==> src/rtl/rx_checksum_arb_pkg.sv <==
// Shared definitions for the rx_* checksum blocks: arbiter states and limits.
package rx_checksum_arb_pkg;

    typedef enum logic [0:0] {
        IDLE  = 1'b0,
        GRANT = 1'b1
    } arb_state_t;

    localparam int unsigned PORTS_MAX  = 16;
    localparam int unsigned CSUM_WIDTH = 16;

endpackage

==> src/rtl/rx_checksum_arb_fifo.sv <==
// Synchronous FIFO with first-word fall-through; pointers carry one extra
// wrap bit so full/empty are distinguished without a separate count.
module rx_checksum_arb_fifo #(
    parameter int unsigned WIDTH = 8,
    parameter int unsigned DEPTH = 8
) (
    input  logic             clk,
    input  logic             rst,
    input  logic             wr_en,
    input  logic [WIDTH-1:0] wr_data,
    input  logic             rd_en,
    output logic [WIDTH-1:0] rd_data,
    output logic             empty
);

    localparam int unsigned AW = $clog2(DEPTH);

    logic [WIDTH-1:0] mem [DEPTH];
    logic [AW:0]      wr_ptr;
    logic [AW:0]      rd_ptr;
    logic             full;

    assign empty   = (wr_ptr == rd_ptr);
    assign full    = (wr_ptr[AW] != rd_ptr[AW]) && (wr_ptr[AW-1:0] == rd_ptr[AW-1:0]);
    assign rd_data = mem[rd_ptr[AW-1:0]];

    // Storage write; contents need no reset since the pointers gate visibility.
    always_ff @(posedge clk) begin
        if (wr_en && !full) begin
            mem[wr_ptr[AW-1:0]] <= wr_data;
        end
    end

    // Pointer update, wrapping naturally at 2*DEPTH.
    always_ff @(posedge clk or posedge rst) begin
        if (rst) begin
            wr_ptr <= '0;
            rd_ptr <= '0;
        end else begin
            if (wr_en && !full) begin
                wr_ptr <= wr_ptr + (AW+1)'(1);
            end
            if (rd_en && !empty) begin
                rd_ptr <= rd_ptr + (AW+1)'(1);
            end
        end
    end

endmodule

==> src/rtl/rx_checksum_arb.sv <==
// Round-robin arbiter sharing one checksum engine between PORTS RX streams.
// Frames are granted whole, tagged with their source, and engine results are
// re-joined with their tag in grant order. A credit counter caps frames in
// flight at DEPTH so the unstallable engine output always finds room.
module rx_checksum_arb
    import rx_checksum_arb_pkg::*;
#(
    parameter int unsigned PORTS      = 4,
    parameter int unsigned DATA_WIDTH = 256,
    parameter int unsigned KEEP_WIDTH = DATA_WIDTH / 8,
    parameter int unsigned DEPTH      = 8,
    parameter int unsigned TAG_WIDTH  = $clog2(PORTS)
) (
    input  logic                        clk,
    input  logic                        rst,
    input  logic [PORTS*DATA_WIDTH-1:0] s_axis_tdata,
    input  logic [PORTS*KEEP_WIDTH-1:0] s_axis_tkeep,
    input  logic [PORTS-1:0]            s_axis_tvalid,
    input  logic [PORTS-1:0]            s_axis_tlast,
    output logic [PORTS-1:0]            s_axis_tready,
    output logic [DATA_WIDTH-1:0]       m_eng_tdata,
    output logic [KEEP_WIDTH-1:0]       m_eng_tkeep,
    output logic                        m_eng_tvalid,
    output logic                        m_eng_tlast,
    input  logic [15:0]                 s_eng_csum,
    input  logic                        s_eng_csum_valid,
    output logic [15:0]                 m_axis_csum,
    output logic [TAG_WIDTH-1:0]        m_axis_csum_tag,
    output logic                        m_axis_csum_valid,
    input  logic                        m_axis_csum_ready,
    output logic                        busy,
    output logic                        err_orphan
);

    localparam int unsigned CW = $clog2(DEPTH) + 1;
    localparam int unsigned RW = TAG_WIDTH + CSUM_WIDTH;

    arb_state_t             state_q, state_d;
    logic [TAG_WIDTH-1:0]   grant_q, grant_d;
    logic [TAG_WIDTH-1:0]   rr_ptr, rr_d;
    logic [TAG_WIDTH-1:0]   pick;
    logic [TAG_WIDTH:0]     idx;
    logic                   pick_valid;
    logic                   grant_fire;
    logic                   beat_acc;
    logic [CW-1:0]          credits;
    logic [DATA_WIDTH-1:0]  eng_data_d;
    logic [KEEP_WIDTH-1:0]  eng_keep_d;
    logic                   eng_last_d;

    logic [TAG_WIDTH-1:0]   tag_head;
    logic                   tag_empty;
    logic                   tag_pop;
    logic [RW-1:0]          res_head;
    logic                   res_empty;
    logic                   res_pop;
    logic [RW-1:0]          last_q;

    assign busy              = (state_q == GRANT);
    assign tag_pop           = s_eng_csum_valid && !tag_empty;
    assign m_axis_csum_valid = !res_empty;
    assign res_pop           = m_axis_csum_valid && m_axis_csum_ready;
    // Once drained, the outputs keep showing the last delivered entry.
    assign {m_axis_csum_tag, m_axis_csum} = res_empty ? last_q : res_head;

    // First requesting port at or after rr_ptr, wrapping modulo PORTS.
    always_comb begin
        pick       = '0;
        pick_valid = 1'b0;
        idx        = '0;
        for (int unsigned i = 0; i < PORTS; i++) begin
            idx = {1'b0, rr_ptr} + (TAG_WIDTH+1)'(i);
            if (idx >= (TAG_WIDTH+1)'(PORTS)) begin
                idx = idx - (TAG_WIDTH+1)'(PORTS);
            end
            if (!pick_valid && s_axis_tvalid[idx[TAG_WIDTH-1:0]]) begin
                pick_valid = 1'b1;
                pick       = idx[TAG_WIDTH-1:0];
            end
        end
    end

    // Next-state, grant and tready decode.
    always_comb begin
        state_d       = state_q;
        grant_d       = grant_q;
        rr_d          = rr_ptr;
        grant_fire    = 1'b0;
        beat_acc      = 1'b0;
        s_axis_tready = '0;
        case (state_q)
            IDLE: begin
                if (pick_valid && (credits < CW'(DEPTH))) begin
                    grant_fire = 1'b1;
                    grant_d    = pick;
                    state_d    = GRANT;
                end
            end
            GRANT: begin
                s_axis_tready[grant_q] = 1'b1;
                beat_acc               = s_axis_tvalid[grant_q];
                if (beat_acc && s_axis_tlast[grant_q]) begin
                    rr_d    = (grant_q == TAG_WIDTH'(PORTS-1)) ? '0 : grant_q + TAG_WIDTH'(1);
                    state_d = IDLE;
                end
            end
            default: state_d = IDLE;
        endcase
    end

    // Select the granted port's beat for the engine register stage.
    always_comb begin
        eng_data_d = '0;
        eng_keep_d = '0;
        eng_last_d = 1'b0;
        for (int unsigned i = 0; i < PORTS; i++) begin
            if (grant_q == TAG_WIDTH'(i)) begin
                eng_data_d = s_axis_tdata[i*DATA_WIDTH +: DATA_WIDTH];
                eng_keep_d = s_axis_tkeep[i*KEEP_WIDTH +: KEEP_WIDTH];
                eng_last_d = s_axis_tlast[i];
            end
        end
    end

    // Arbiter state, grant and round-robin pointer.
    always_ff @(posedge clk or posedge rst) begin
        if (rst) begin
            state_q <= IDLE;
            grant_q <= '0;
            rr_ptr  <= '0;
        end else begin
            state_q <= state_d;
            grant_q <= grant_d;
            rr_ptr  <= rr_d;
        end
    end

    // One register stage toward the engine; valid pulses per accepted beat.
    always_ff @(posedge clk or posedge rst) begin
        if (rst) begin
            m_eng_tvalid <= 1'b0;
            m_eng_tdata  <= '0;
            m_eng_tkeep  <= '0;
            m_eng_tlast  <= 1'b0;
        end else begin
            m_eng_tvalid <= beat_acc;
            if (beat_acc) begin
                m_eng_tdata <= eng_data_d;
                m_eng_tkeep <= eng_keep_d;
                m_eng_tlast <= eng_last_d;
            end
        end
    end

    // Credits: +1 per grant, -1 per delivered result, unchanged when both.
    always_ff @(posedge clk or posedge rst) begin
        if (rst) begin
            credits <= '0;
        end else begin
            case ({grant_fire, res_pop})
                2'b10:   credits <= credits + CW'(1);
                2'b01:   credits <= credits - CW'(1);
                default: credits <= credits;
            endcase
        end
    end

    // Sticky orphan flag and hold register for the last delivered result.
    always_ff @(posedge clk or posedge rst) begin
        if (rst) begin
            err_orphan <= 1'b0;
            last_q     <= '0;
        end else begin
            if (s_eng_csum_valid && tag_empty) begin
                err_orphan <= 1'b1;
            end
            if (res_pop) begin
                last_q <= res_head;
            end
        end
    end

    rx_checksum_arb_fifo #(
        .WIDTH (TAG_WIDTH),
        .DEPTH (DEPTH)
    ) u_tag_fifo (
        .clk     (clk),
        .rst     (rst),
        .wr_en   (grant_fire),
        .wr_data (pick),
        .rd_en   (tag_pop),
        .rd_data (tag_head),
        .empty   (tag_empty)
    );

    rx_checksum_arb_fifo #(
        .WIDTH (RW),
        .DEPTH (DEPTH)
    ) u_res_fifo (
        .clk     (clk),
        .rst     (rst),
        .wr_en   (tag_pop),
        .wr_data ({tag_head, s_eng_csum}),
        .rd_en   (res_pop),
        .rd_data (res_head),
        .empty   (res_empty)
    );

endmodule
==> config.mk <==
export PLATFORM = sky130hd
export DESIGN_NAME = rx_checksum_arb
export DESIGN_NICKNAME = d
export VERILOG_FILES = /design/src/rtl/rx_checksum_arb_pkg.sv /design/src/rtl/rx_checksum_arb_fifo.sv /design/src/rtl/rx_checksum_arb.sv
export SDC_FILE = /design/constraint.sdc
export NUM_CORES = 1
export LEC_CHECK = 0
export BUFFER_PORTS_ARGS = -buffer_cell sky130_fd_sc_hd__clkbuf_2
export CAP_MARGIN = 40
export CORE_AREA = 2 2 575 577
export CTS_CLUSTER_SIZE = 12
export DETAILED_ROUTE_END_ITERATION = 6
export DIE_AREA = 0 0 577 579
export PLACE_DENSITY = 0.33
export SLEW_MARGIN = 20
export SYNTH_ARGS = -nofsm -noshare
export SYNTH_HDL_FRONTEND = slang
export SYNTH_HIERARCHICAL = 1
export SYNTH_SLANG_ARGS = --single-unit
==> constraint.sdc <==
create_clock -name clk -period 30.8 [get_ports clk]
set_clock_uncertainty 0.05 [all_clocks]
set_input_delay 6.16 -clock clk [delete_from_list [all_inputs] [get_ports clk]]
set_output_delay 6.16 -clock clk [all_outputs]
set_load 0.005 [all_outputs]
# Yosys cells after proc, flatten, opt, wreduce, memory -nomap -nowiden
# Memory sizes are Yosys's and may differ from the RTL's.
# Index checks and enable logic that the tools add are counted.
# word_totals
inputBits	1180
register_bits	334
memories	2
output_inout_bits	315
ramBits	160
word_cells	130
# memory_table
memory	depth	word_bits	read_ports	rd_ports_with_merged_regs	wr	line	text
u_res_fifo.mem	8	18	1	0	1	rx_checksum_arb_fifo.sv:18	logic [WIDTH-1:0] mem [DEPTH];
u_tag_fifo.mem	8	2	1	0	1	rx_checksum_arb_fifo.sv:18	
# op_classes
addsub	14
bitwise_logic	1
order_cmp	11
n_eq_ne	11
muxes	51
n_reduce_logical	26
# ops
op	count
256-bit two-way mux	4
32-bit two-way mux	4
1-bit two-way mux	23
4-bit by 1-bit adder with 4-bit output, second input constant	5
18-bit two-way mux	1
2-bit two-way mux	9
1-bit logical AND	15
2-bit by 3-bit less-than comparator with 1-bit output, second input constant	5
1-bit binary-select mux with 2-bit select	6
3-bit >= comparator, second input constant	3
4-bit equality test	2
4-bit one-hot mux with 2 select lines	1
2-bit by 1-bit subtractor with 2-bit output, second input constant	4
1-bit zero test	7
2-bit by 2-bit adder with 3-bit output, second input constant	2
2-bit equality test, second input constant	3
3-bit equality test	2
2-bit by 1-bit equality test with 1-bit output, second input constant	2
4-bit less-than comparator, second input constant	1
4-bit two-way mux	1
2-bit AND reduction	2
4-bit by 1-bit subtractor with 4-bit output, second input constant	1
2-bit by 1-bit adder with 3-bit output, second input constant	1
2-bit by 3-bit >= comparator with 1-bit output, second input constant	1
other kinds (8)	9

# Logic depth before layout (Yosys ltp)
# Gate-level depths: netlist of run 1.
# depth
depth_word	20
mapped_depth	15
mapped_depth_nobuf	12

# Cells and area by module
# The synthesis of run 1 kept the hierarchy.
# modules_own_cells
module	cells_per_inst	n_inst	area_each_um2	seq_area_each_um2
rx_checksum_arb	2700	1	22658.0	7957.6
rx_checksum_arb_fifo at u_res_fifo	267	1	6072.1	4524.3
rx_checksum_arb_fifo at u_tag_fifo	84	1	1257.5	680.7

# Worst setup path after synthesis of run 1
# Ideal clock, no wire load.
# synth_path
path_kind	in2reg
startpoint	in s_eng_csum_valid
endpoint	mem u_res_fifo/mem[6][0] (netlist bit) (enable)
stages	3
t_required_ps	30304
arrival_time_ps	8730
slack_ps	21574
setup_time_ps	446
path_cell_list	nor2b_1 -> nand2_1 -> nor4b_1
# synth_between
elab_chain_len	4
# synth_lines
item	line	text
start: declaration	rx_checksum_arb.sv:26	input logic s_eng_csum_valid,
1-bit logical AND	rx_checksum_arb.sv:60	assign tag_pop = s_eng_csum_valid && !tag_empty;
1-bit logical AND	rx_checksum_arb_fifo.sv:29	if (wr_en && !full) begin
1-bit two-way mux	rx_checksum_arb_fifo.sv:29	
1-bit two-way mux (not written as such)	rx_checksum_arb_fifo.sv:30	mem[wr_ptr[AW-1:0]] <= wr_data;
end: declaration	rx_checksum_arb_fifo.sv:18	
# No other way between the ends.

# Worst setup path in the final report of run 1
# layout_path
startpoint	reg u_res_fifo.wr_ptr[1]
endpoint	out m_axis_csum_tag[1]
# layout_between
elab_chain_len	2
# layout_lines
item	line	text
start: declaration	rx_checksum_arb_fifo.sv:19	logic [AW:0] wr_ptr;
start signal: assignment	rx_checksum_arb_fifo.sv:41	wr_ptr <= wr_ptr + (AW+1)'(1);
4-bit equality test	rx_checksum_arb_fifo.sv:23	assign empty = (wr_ptr == rd_ptr);
net res_empty	rx_checksum_arb.sv:55	logic res_empty;
18-bit two-way mux	rx_checksum_arb.sv:64	assign {m_axis_csum_tag, m_axis_csum} = res_empty ? last_q : res_head;
end: declaration	rx_checksum_arb.sv:28	output logic [TAG_WIDTH-1:0] m_axis_csum_tag,
# The timed path passes the listed nets, and every way through them passes these cells.

==> results.md, run 1 <==
* Worst path cell trace: xor2_2 -> or3_1 -> nor2_2 -> buf_8 -> mux2_2 -> clkbuf_2
* Met2 wire length at 102,000 um
* Syn Inst Count at 3,051
* PostCTS Resize Cnt at 0
* Pleak at 20.5 nW
* DPL Wire Length at 210,000 um
* # rows at 211
* Clock slew at reported path FFs at 0.06 ns
* Total power at 5.24 mW
* Top sig layer: met5
* FMAX at 103 MHz
* Clock buffer count from CTS at 76
* Launch point of the worst hold path: err_orphan
* Critical-path maximum fanout at 11
* Reg2reg path depth at 11
* Power per cell area at 116 nW/um2
* # DRC at 0
* CTS Buffer Depth at 4
* Final setup vio count at 0
* IO Pins at 1,495
* Final Hold Violating Endpoints at 0
* CP Data Required Time at 24.59 ns
* Clock Latency Late Sink at 0.77 ns
* Cell Area, Synth at 30,000 um2
* Final slew viol count at 0
* Warnings, synthesis at 6
* Fillers at 37,900
* Commonest non-fill, non-tap cell in the layout: clkbuf_2
* Tmin final at 9.68 ns
* Layout Nets at 5,618
* Vias per Instance at 3.52
* Number of global-route vias before repair at 31,300
* Core area at 329,000 um2
* Util after Layout at 13.8%
* Crit path launch type: flip-flop
* Pre-CTS WS at 20.55 ns
* Die area at 334,000 um2
* Starting Density at 9.12%
* Die Span X at 577 um
* Metal3 WL at 26,300 um
* Worst path max stage delay at 0.68 ns
* First-pass GRT wire length at 315,000 um
* Syn_nets at 4,243
* Hold Crit Class: flip-flop to flip-flop
* Post-Syn Area per Cell at 9.83 um2
* Share of post-route cells with drive strength above 1 at 47.0%
* Port Buffers at 1,494
* Die H at 579 um
* Total gr overflow at 0
* Clock H-tree levels at 3
* Most frequent cells in the layout: clkbuf_2 (1,494), a21oi_1 (575), dfrtp_1 (332)
* FF-to-FF setup slack at 24.75 ns
* Area of placed instances at 42,400 um2
* CTS Hold Bufs at 0
* EDFF count, synth at 160
* Top FF cell, synth: dfrtp_1
* Yosys cell types at 52
* GPL Wtd Cong at 0.951
* Initial antenna violation count at 206
* Max Cap Viol at 0
* Fin cells at 8,893
* Run status: complete, no violations
* Rel. slew slack at 37.9%
* Total track usage at 14.2%
* First-pass detailed-route iteration total at 7
* Hold Path Depth at 1
* Pin count of the biggest net entering global routing at 175
* WHS at 0.416 ns
* Drt total wl at 248,000 um
* Worst-Margin Slew at 0.932 ns
* Drt wl/cell at 27.8 um
* TNS Setup at 0 ns
* CTS Sinks at 494
* WHS Endpoint: err_orphan
* FF+latch count, synth at 494
* Reg-to-reg critical path endpoint: m_eng_tkeep[16]
* Final instance area at 45,200 um2
* Setup WS post-layout at 21.12 ns
* DRT antenna net count at 0
* Drt initial violations at 2,420
* Post-Route M1 WL at 113,000 um
* WP data arrival at 3.47 ns
* Post-synthesis sequential area ratio at 43.9%
* Area grow syn2layout at 50.7%
* CTS tree: yes
* RSZ-0062 raised after global routing: false
* Synth async-reset ratio at 67.6%
* Post-Place Cells at 8,708
* VDD IR max at 0.0000515 V
* RR Startpoint: grant_q[0]
* CP endpoint kind: output pin
* Final worst-path cycle share at 31.4%
* Root Buffer: clkbuf_16
* Post-CTS Setup Repair Bufs at 0
* Critical path class: flip-flop to output pin
* Routed vias at 31,300
* CP max-delay cell: dfrtp_1
[registers in the layout, indices dropped and copies added, names as in the netlist, 4 cells and up]
register           count
m_eng_tdata          256
u_res_fifo/mem       144
m_eng_tkeep           32
last_q                18
u_tag_fifo/mem        16
credits                4
u_res_fifo/rd_ptr      4
u_res_fifo/wr_ptr      4
u_tag_fifo/rd_ptr      4
u_tag_fifo/wr_ptr      4
[final cells by class]
class	count	area [um2]	share of cell area [%]
repair buffers	1578	8220	18.2
inverters	304	1150	2.54
flip-flops and latches	494	13200	29.1
clock inverters	28	435	0.963
well taps	4366	5460	12.1
multi-input cells	1972	14500	32.1
clock buffers	106	2150	4.75
diodes	45	113	0.249
[synthesized netlist by cell type, drive strengths merged, types with 8 or more instances]
| master | number | area share (%) |
|---|---|---|
| a22o | 286 | 8.4 |
| xor2 | 9 | 0.49 |
| xnor2 | 11 | 0.32 |
| and2 | 8 | 0.17 |
| edfxtp | 160 | 16 |
| ha | 11 | 0.46 |
| buf | 105 | 2.1 |
| inv | 304 | 3.8 |
| mux2 | 355 | 15 |
| a21oi | 575 | 9.6 |
| o21ai | 288 | 4.8 |
| nand2 | 300 | 3.8 |
| o41ai | 10 | 0.39 |
| clkbuf | 176 | 2.3 |
| o311ai | 8 | 0.23 |
| mux4 | 40 | 3.1 |
| dfrtp | 334 | 28 |
| nor2 | 10 | 0.13 |
[metal layers]
layer / vias to the layer above / track usage, %
li1: 13700 / -
met1: 15400 / 19.3
met2: 1634 / 20.5
met3: 393 / 5.90
met4: 124 / 3.29
met5: - / 0
[power breakdown]
part           internal, mW  switching (mW)
Sequential            0.955           0.190
Clock                 0.577           0.362
Combinational          1.27            1.89
Total                  2.80            2.44
[critical path: cells and delay by family, from the launching register on]
kind,cells,cell delay (ns)
AND/OR/NAND/NOR,2,1.03
XOR/XNOR,1,0.27
flip-flops,1,0.68
buffers and inverters,2,0.35
multiplexers,1,0.37
[cells by family (layout without fill, tap and decap cells)]
kind of cell,after synthesis,count (layout),share of synthesized area [%]
buf+inv,585,2016,8.18
mux,397,397,17.8
fa+ha+maj,12,12,0.526
flops,494,494,43.9
simple gates,360,360,4.97
xor+xnor,20,20,0.809
compound gates,1183,1183,23.8
other cells,0,45,0
[how the worst max path moves through the flow]
stage | from | cells past startpoint | slack, ns | end
final | u_res_fifo/wr_ptr[1] | 6 | 21.12 | m_axis_csum_tag[1]
after global routing | u_res_fifo/wr_ptr[1] | 6 | 20.92 | m_axis_csum_tag[1]
after CTS | u_res_fifo/wr_ptr[1] | 6 | 21.06 | m_axis_csum_tag[1]
after detailed placement | s_axis_tvalid[2] | 8 | 20.55 | m_eng_tdata[243]
after global placement | s_axis_tvalid[2] | 8 | 20.49 | m_eng_tdata[11]
after floorplan | rst | 1 | 15.79 | busy
Power figures use the tool's default switching activity.
==> run 2: changes to the inputs <==
CORE_AREA = 2 2 581 583   (was 2 2 575 577)
DIE_AREA = 0 0 583 585   (was 0 0 577 579)
clock period = 9.4 ns   (was 30.8 ns; I/O delays follow)
==> run 2 against run 1 <==
  * The run now ends with design-rule violations left
  * Wire length up 0.42%
  * Clock-buffer cell count is 9 lower
  * Critical path depth rose by 1
  * Critical endpoint is now m_axis_csum[2]
  * Clock power increased to 3.3 times the previous value
  * Core utilization down 0.26 points
  * Sequential cell count did not move
  * Setup slack worse by 17 ns
  * Worst hold slack improved by 0.035 ns
  * Cell area is essentially flat
  * Die area up 2.1%
==> results.md, run 2 (synthesis gave the netlist of run 1 again) <==
* PostCTS Resize Cnt at 0
* GPL Wtd Cong at 0.987
* Drt initial violations at 2,123
* RSZ-0062 raised after global routing: false
* Worst-Margin Slew at 1.01 ns
* CTS tree: yes
* Final Hold Violating Endpoints at 0
* Most flops, register: m_eng_tdata
* Delay-heaviest family, CP: buffers and inverters
* Starting Density at 8.94%
* # rows at 213
* Worst path cell trace: buf_4 -> xor2_2 -> or3_1 -> nor2_2 -> buf_8 -> mux2_2 -> clkbuf_2
* TNS Setup at 0 ns
* Post-CTS Setup Repair Bufs at 0
* WP data arrival at 3.50 ns
* Crit path launch type: flip-flop
* Layout Nets at 5,602
* Tmin final at 5.43 ns
* Vias per Instance at 3.48
* Total gr overflow at 0
* Root Buffer: clkbuf_16
* CTS Hold Bufs at 0
* CTS Buffer Depth at 4
* Launch point of the worst hold path: last_q[8]
* # DRC at 3
* FF-to-FF setup slack at 4.61 ns
* Drt total wl at 249,000 um
* First-pass GRT wire length at 316,000 um
* Core area at 335,000 um2
* Initial antenna violation count at 172
* Worst path max stage delay at 0.54 ns
* Die Span X at 583 um
* Combinational fraction of design power at 60.4%
* Number of global-route vias before repair at 31,000
* Hold Path Depth at 1
* Total power at 17.3 mW
* Sw frac at 47.2%
* Critical-path maximum fanout at 41
* Port Buffers at 1,494
* CP Data Required Time at 7.47 ns
* Clock slew at reported path FFs at 0.06 ns
* Power per cell area at 383 nW/um2
* First-pass detailed-route iteration total at 7
* CP max-delay cell: buf_4
* CP endpoint kind: output pin
* WHS Endpoint: last_q[8]
* Sequential share of power at 21.5%
* Die H at 585 um
* Fillers at 38,500
* Clock Latency Late Sink at 0.76 ns
* VDD IR max at 0.000177 V
* Internal cell power at 9.16 mW
* Clock buffer count from CTS at 77
* Switch Pwr at 8.18 mW
* Most frequent cells in the layout: clkbuf_2 (1,494), a21oi_1 (574), dfrtp_1 (332)
* Final slew viol count at 0
* Pleak at 20.5 nW
* Die area at 341,000 um2
* Drt wl/cell at 27.8 um
* Max Cap Viol at 0
* Total track usage at 13.9%
* Final setup vio count at 0
* Share of post-route cells with drive strength above 1 at 46.9%
* Rel. slew slack at 31.8%
* Critical path class: flip-flop to output pin
* Worst Setup SP: u_res_fifo/rd_ptr[1]
* Buffers plus inverters on the worst setup path at 3
* FMAX at 184 MHz
* DPL Wire Length at 206,000 um
* Routed vias at 31,100
* Failing checks: design-rule violations
* Reg-to-reg critical path endpoint: credits[3]
* CTS Sinks at 494
* Pin count of the biggest net entering global routing at 167
* Clock H-tree levels at 3
* DRT antenna net count at 0
* IO Pins at 1,495
* Clock power share at 18.1%
* Run status: finished with violations
* Final worst-path cycle share at 57.8%
* RR Startpoint: u_res_fifo/rd_ptr[1]
* Hold Crit Class: flip-flop to flip-flop
* Number of flip-flops under the largest register name at 256
* Reg2reg path depth at 14
* Commonest non-fill, non-tap cell in the layout: clkbuf_2
* Area grow syn2layout at 50.8%
==> run 2: cell types whose count changed in the layout (fill, tap and decap cells not counted), moves of 3 or more <==
cell / delta
buf_12: +10
buf_16: -3
buf_4: -24
clkbuf_1: -5
clkbuf_8: -6
clkinv_2: +6
clkinvlp_4: +6
diode_2: +11
==> run 2: per-stage QoR <==
stage	hold WS (ns)	util (%)	instance area, um2	instances	setup WS [ns]
6_report	0.451	13.5	45200	8930	3.97
3_5_place_dp	0.437	12.7	42400	8733	4.23
5_1_grt	0.461	13.5	45100	8883	3.76
2_1_floorplan	0.401	-	30000	3051	3.23
4_1_cts	0.453	13.4	45000	8869	3.86
3_3_place_gp	0.436	12.6	42300	8721	3.66
==> run 2: worst max path at each step <==
stage / endpoint / cells after the start
final: m_axis_csum[2] / 7
after floorplan: busy / 1
after global routing: m_axis_csum[2] / 7
after CTS: m_axis_csum[2] / 7
after global placement: credits[3] / 13
after detailed placement: credits[3] / 14
==> run 2: area by class of cell <==
class / instances / area (um2) / area share [%]
multi-input cells: 1972 / 14500 / 32.1
diodes: 56 / 140 / 0.310
repair buffers: 1561 / 8160 / 18.0
clock buffers: 97 / 2090 / 4.63
clock inverters: 39 / 517 / 1.14
inverters: 304 / 1140 / 2.53
flip-flops and latches: 494 / 13200 / 29.1
well taps: 4407 / 5510 / 12.2
==> run 2: power by group through the flow <==
stage                     registers (mW)  logic [mW]  clock network, mW
after floorplan                     3.58        5.97                  0
after global placement              3.75        10.5                  0
after detailed placement            3.75        10.6                  0
after CTS                           3.73        10.6               3.29
after global routing                3.82        11.2               3.35
final                               3.73        10.5               3.14
==> run 2: routing by layer <==
layer	wire [um]	global-route usage, %	part of all wire, %
met1	113000	19.0	46
met2	103000	20.3	41
met3	25400	5.29	10
met4	6670	3.71	2.7
met5	452	0	0.18
==> run 3: changes to the inputs <==
CORE_AREA = 2 2 590 592   (was 2 2 581 583)
DIE_AREA = 0 0 592 594   (was 0 0 583 585)
clock period = 4.8 ns   (was 9.4 ns; I/O delays follow)
==> run 3 against run 2 <==
  * The run now ends clean
  * Wire length rose by 9.8%
  * Worst hold slack worse by 0.34 ns
  * Non-clock buffer count increased by 61
  * First-iteration DRC count is 24% higher
  * Critical path depth decreased by 1
  * Clock power rose by 85%
  * Cell area rose by 1.5%
  * Clock-buffer cell count rose by 4
  * Core utilization down 0.18 points
  * Combinational power increased by 94%
  * Global-route usage rose by 1.0 points
  * Cell count rose by 2.7%
  * Largest power group unchanged
==> results.md, run 3 (synthesis gave the netlist of run 1 again) <==
* VDD IR max at 0.000299 V
* IO Pins at 1,495
* Port Buffers at 1,494
* Clock H-tree levels at 3
* Sw frac at 46.4%
* Post-Place Cells at 8,967
* Post-CTS Setup Repair Bufs at 0
* Clock slew at reported path FFs at 0.06 ns
* Final slew viol count at 0
* Drt wl/cell at 29.8 um
* Share of post-route cells with drive strength above 1 at 47.5%
* Internal cell power at 18.0 mW
* Delay-heaviest family, CP: flip-flops
* WP data arrival at 3.22 ns
* Layout Nets at 5,665
* Tmin final at 4.23 ns
* # rows at 216
* Switch Pwr at 15.6 mW
* Area of placed instances at 43,200 um2
* FMAX at 236 MHz
* CTS Sinks at 494
* Rel. slew slack at 39.0%
* Pleak at 20.7 nW
* CP endpoint kind: output pin
* Clock buffer count from CTS at 79
* Worst path max stage delay at 0.65 ns
* CTS Buffer Depth at 4
* Final setup vio count at 0
* Clock power share at 17.3%
* Final worst-path cycle share at 88.1%
* Worst path cell trace: xor2_2 -> or3_1 -> nor2_1 -> buf_4 -> mux2_2 -> clkbuf_2
* PostCTS Resize Cnt at 0
* CTS Hold Bufs at 0
* Run status: complete, no violations
* Setup WS post-layout at 0.571 ns
* Commonest non-fill, non-tap cell in the layout: clkbuf_2
* Critical-path maximum fanout at 18
* Die Span X at 592 um
* Initial antenna violation count at 218
* Max Cap Viol at 0
* CTS tree: yes
* Number of global-route vias before repair at 32,400
* Starting Density at 8.69%
* Most frequent cells in the layout: clkbuf_2 (1,494), a21oi_1 (575), dfrtp_1 (333)
* Final instance area at 45,900 um2
* Clock Latency Late Sink at 0.75 ns
* Most flops, register: m_eng_tdata
* First-pass detailed-route iteration total at 5
* Combinational fraction of design power at 60.7%
* Drt initial violations at 2,628
* Fin cells at 9,174
* Number of flip-flops under the largest register name at 256
* Total gr overflow at 0
* Core area at 345,000 um2
* CP Data Required Time at 3.79 ns
* First-pass GRT wire length at 343,000 um
* DPL Wire Length at 233,000 um
* Worst-Margin Slew at 0.905 ns
* Vias per Instance at 3.49
* Drt total wl at 273,000 um
* Area grow syn2layout at 53.2%
* Total track usage at 14.9%
* DRT antenna net count at 0
* # DRC at 0
* Util after Layout at 13.3%
* Crit path launch type: flip-flop
* CP max-delay cell: dfrtp_1
* Hold Crit Class: input pin to asynchronous set/reset pin
* Final Hold Violating Endpoints at 0
* Root Buffer: clkbuf_16
* RSZ-0062 raised after global routing: false
* TNS Setup at 0 ns
* Power per cell area at 731 nW/um2
* Pre-CTS WS at 1.10 ns
* Sequential share of power at 22.0%
* Routed vias at 32,000
* Die area at 352,000 um2
* Pin count of the biggest net entering global routing at 90
* Die H at 594 um
* Buffers plus inverters on the worst setup path at 2
* Critical path class: flip-flop to output pin
* GPL Wtd Cong at 0.968
## run 3: cell types whose count changed in the layout (fill, tap and decap cells not counted), moves of 5 or more
| cell | previous run | this run |
|---|---|---|
| o21ai_0 | 286 | 281 |
| o21ai_1 | 2 | 7 |
| buf_4 | 39 | 97 |
| bufinv_16 | 12 | 6 |
| buf_12 | 15 | 24 |
| diode_2 | 56 | 69 |
## run 3: through the flow
step / power, mW / hold WS (ns)
CTS: 34.1 / 0.0296
detailed placement: 28.0 / 0.437
floorplan: 18.7 / 0.401
global placement: 27.9 / 0.431
finish: 33.6 / 0.112
global route: 35.7 / 0.0910
## run 3: cell type report
class | count | area [um2]
fill | 39700 | 299000
multi-input combinational | 1972 | 14500
sequential | 494 | 13200
timing repair buffer | 1622 | 8740
tap | 4578 | 5730
clock buffer | 101 | 2120
inverter | 304 | 1140
clock inverter | 34 | 365
antenna | 69 | 173
## run 3: routing by layer
metal | part of all wire (%) | global-route usage, % | vias to the layer above
li1 | - | - | 13900
met1 | 42 | 18.4 | 15800
met2 | 43 | 22.3 | 1709
met3 | 13 | 8.26 | 400
met4 | 2.1 | 3.62 | 162
met5 | 0.37 | 0 | -
## run 3: power groups by stage
stage | Sequential (mW) | Combinational, mW | Clock, mW
floorplan | 7.00 | 11.7 | 0
global placement | 7.40 | 20.5 | 0
detailed placement | 7.43 | 20.6 | 0
CTS | 7.38 | 20.7 | 6.07
global route | 7.55 | 22.0 | 6.19
finish | 7.38 | 20.4 | 5.81
## run 3: path summary, 6_finish.rpt
| path | startpoint | endpoint | slack, ns | depth (start not counted) |
|---|---|---|---|---|
| max in group asynchronous | rst | m_eng_tdata[11] | 3.23 | 3 |
| min | rst | u_res_fifo/wr_ptr[0] | 0.11 | 2 |
| min in group clk | s_eng_csum[8] | u_res_fifo/mem[6][8] | 0.40 | 1 |
| min reg2reg | last_q[3] | last_q[3] | 0.45 | 1 |
| max reg2reg | u_res_fifo/wr_ptr[1] | credits[3] | 1.06 | 12 |
| max | u_res_fifo/wr_ptr[1] | m_axis_csum_tag[1] | 0.57 | 6 |
## run 3: worst reg2reg max path, cell delays in order, from the launching register on
cell and delay (ns):
dfrtp_1 0.65, xor2_2 0.26, or3_1 0.45, nor2_1 0.19, inv_1 0.10, nand2_1 0.10
inv_1 0.12, ha_1 0.26, ha_1 0.31, a21o_1 0.22, a2111oi_0 0.47, a41oi_1 0.11
a311o_1 0.33
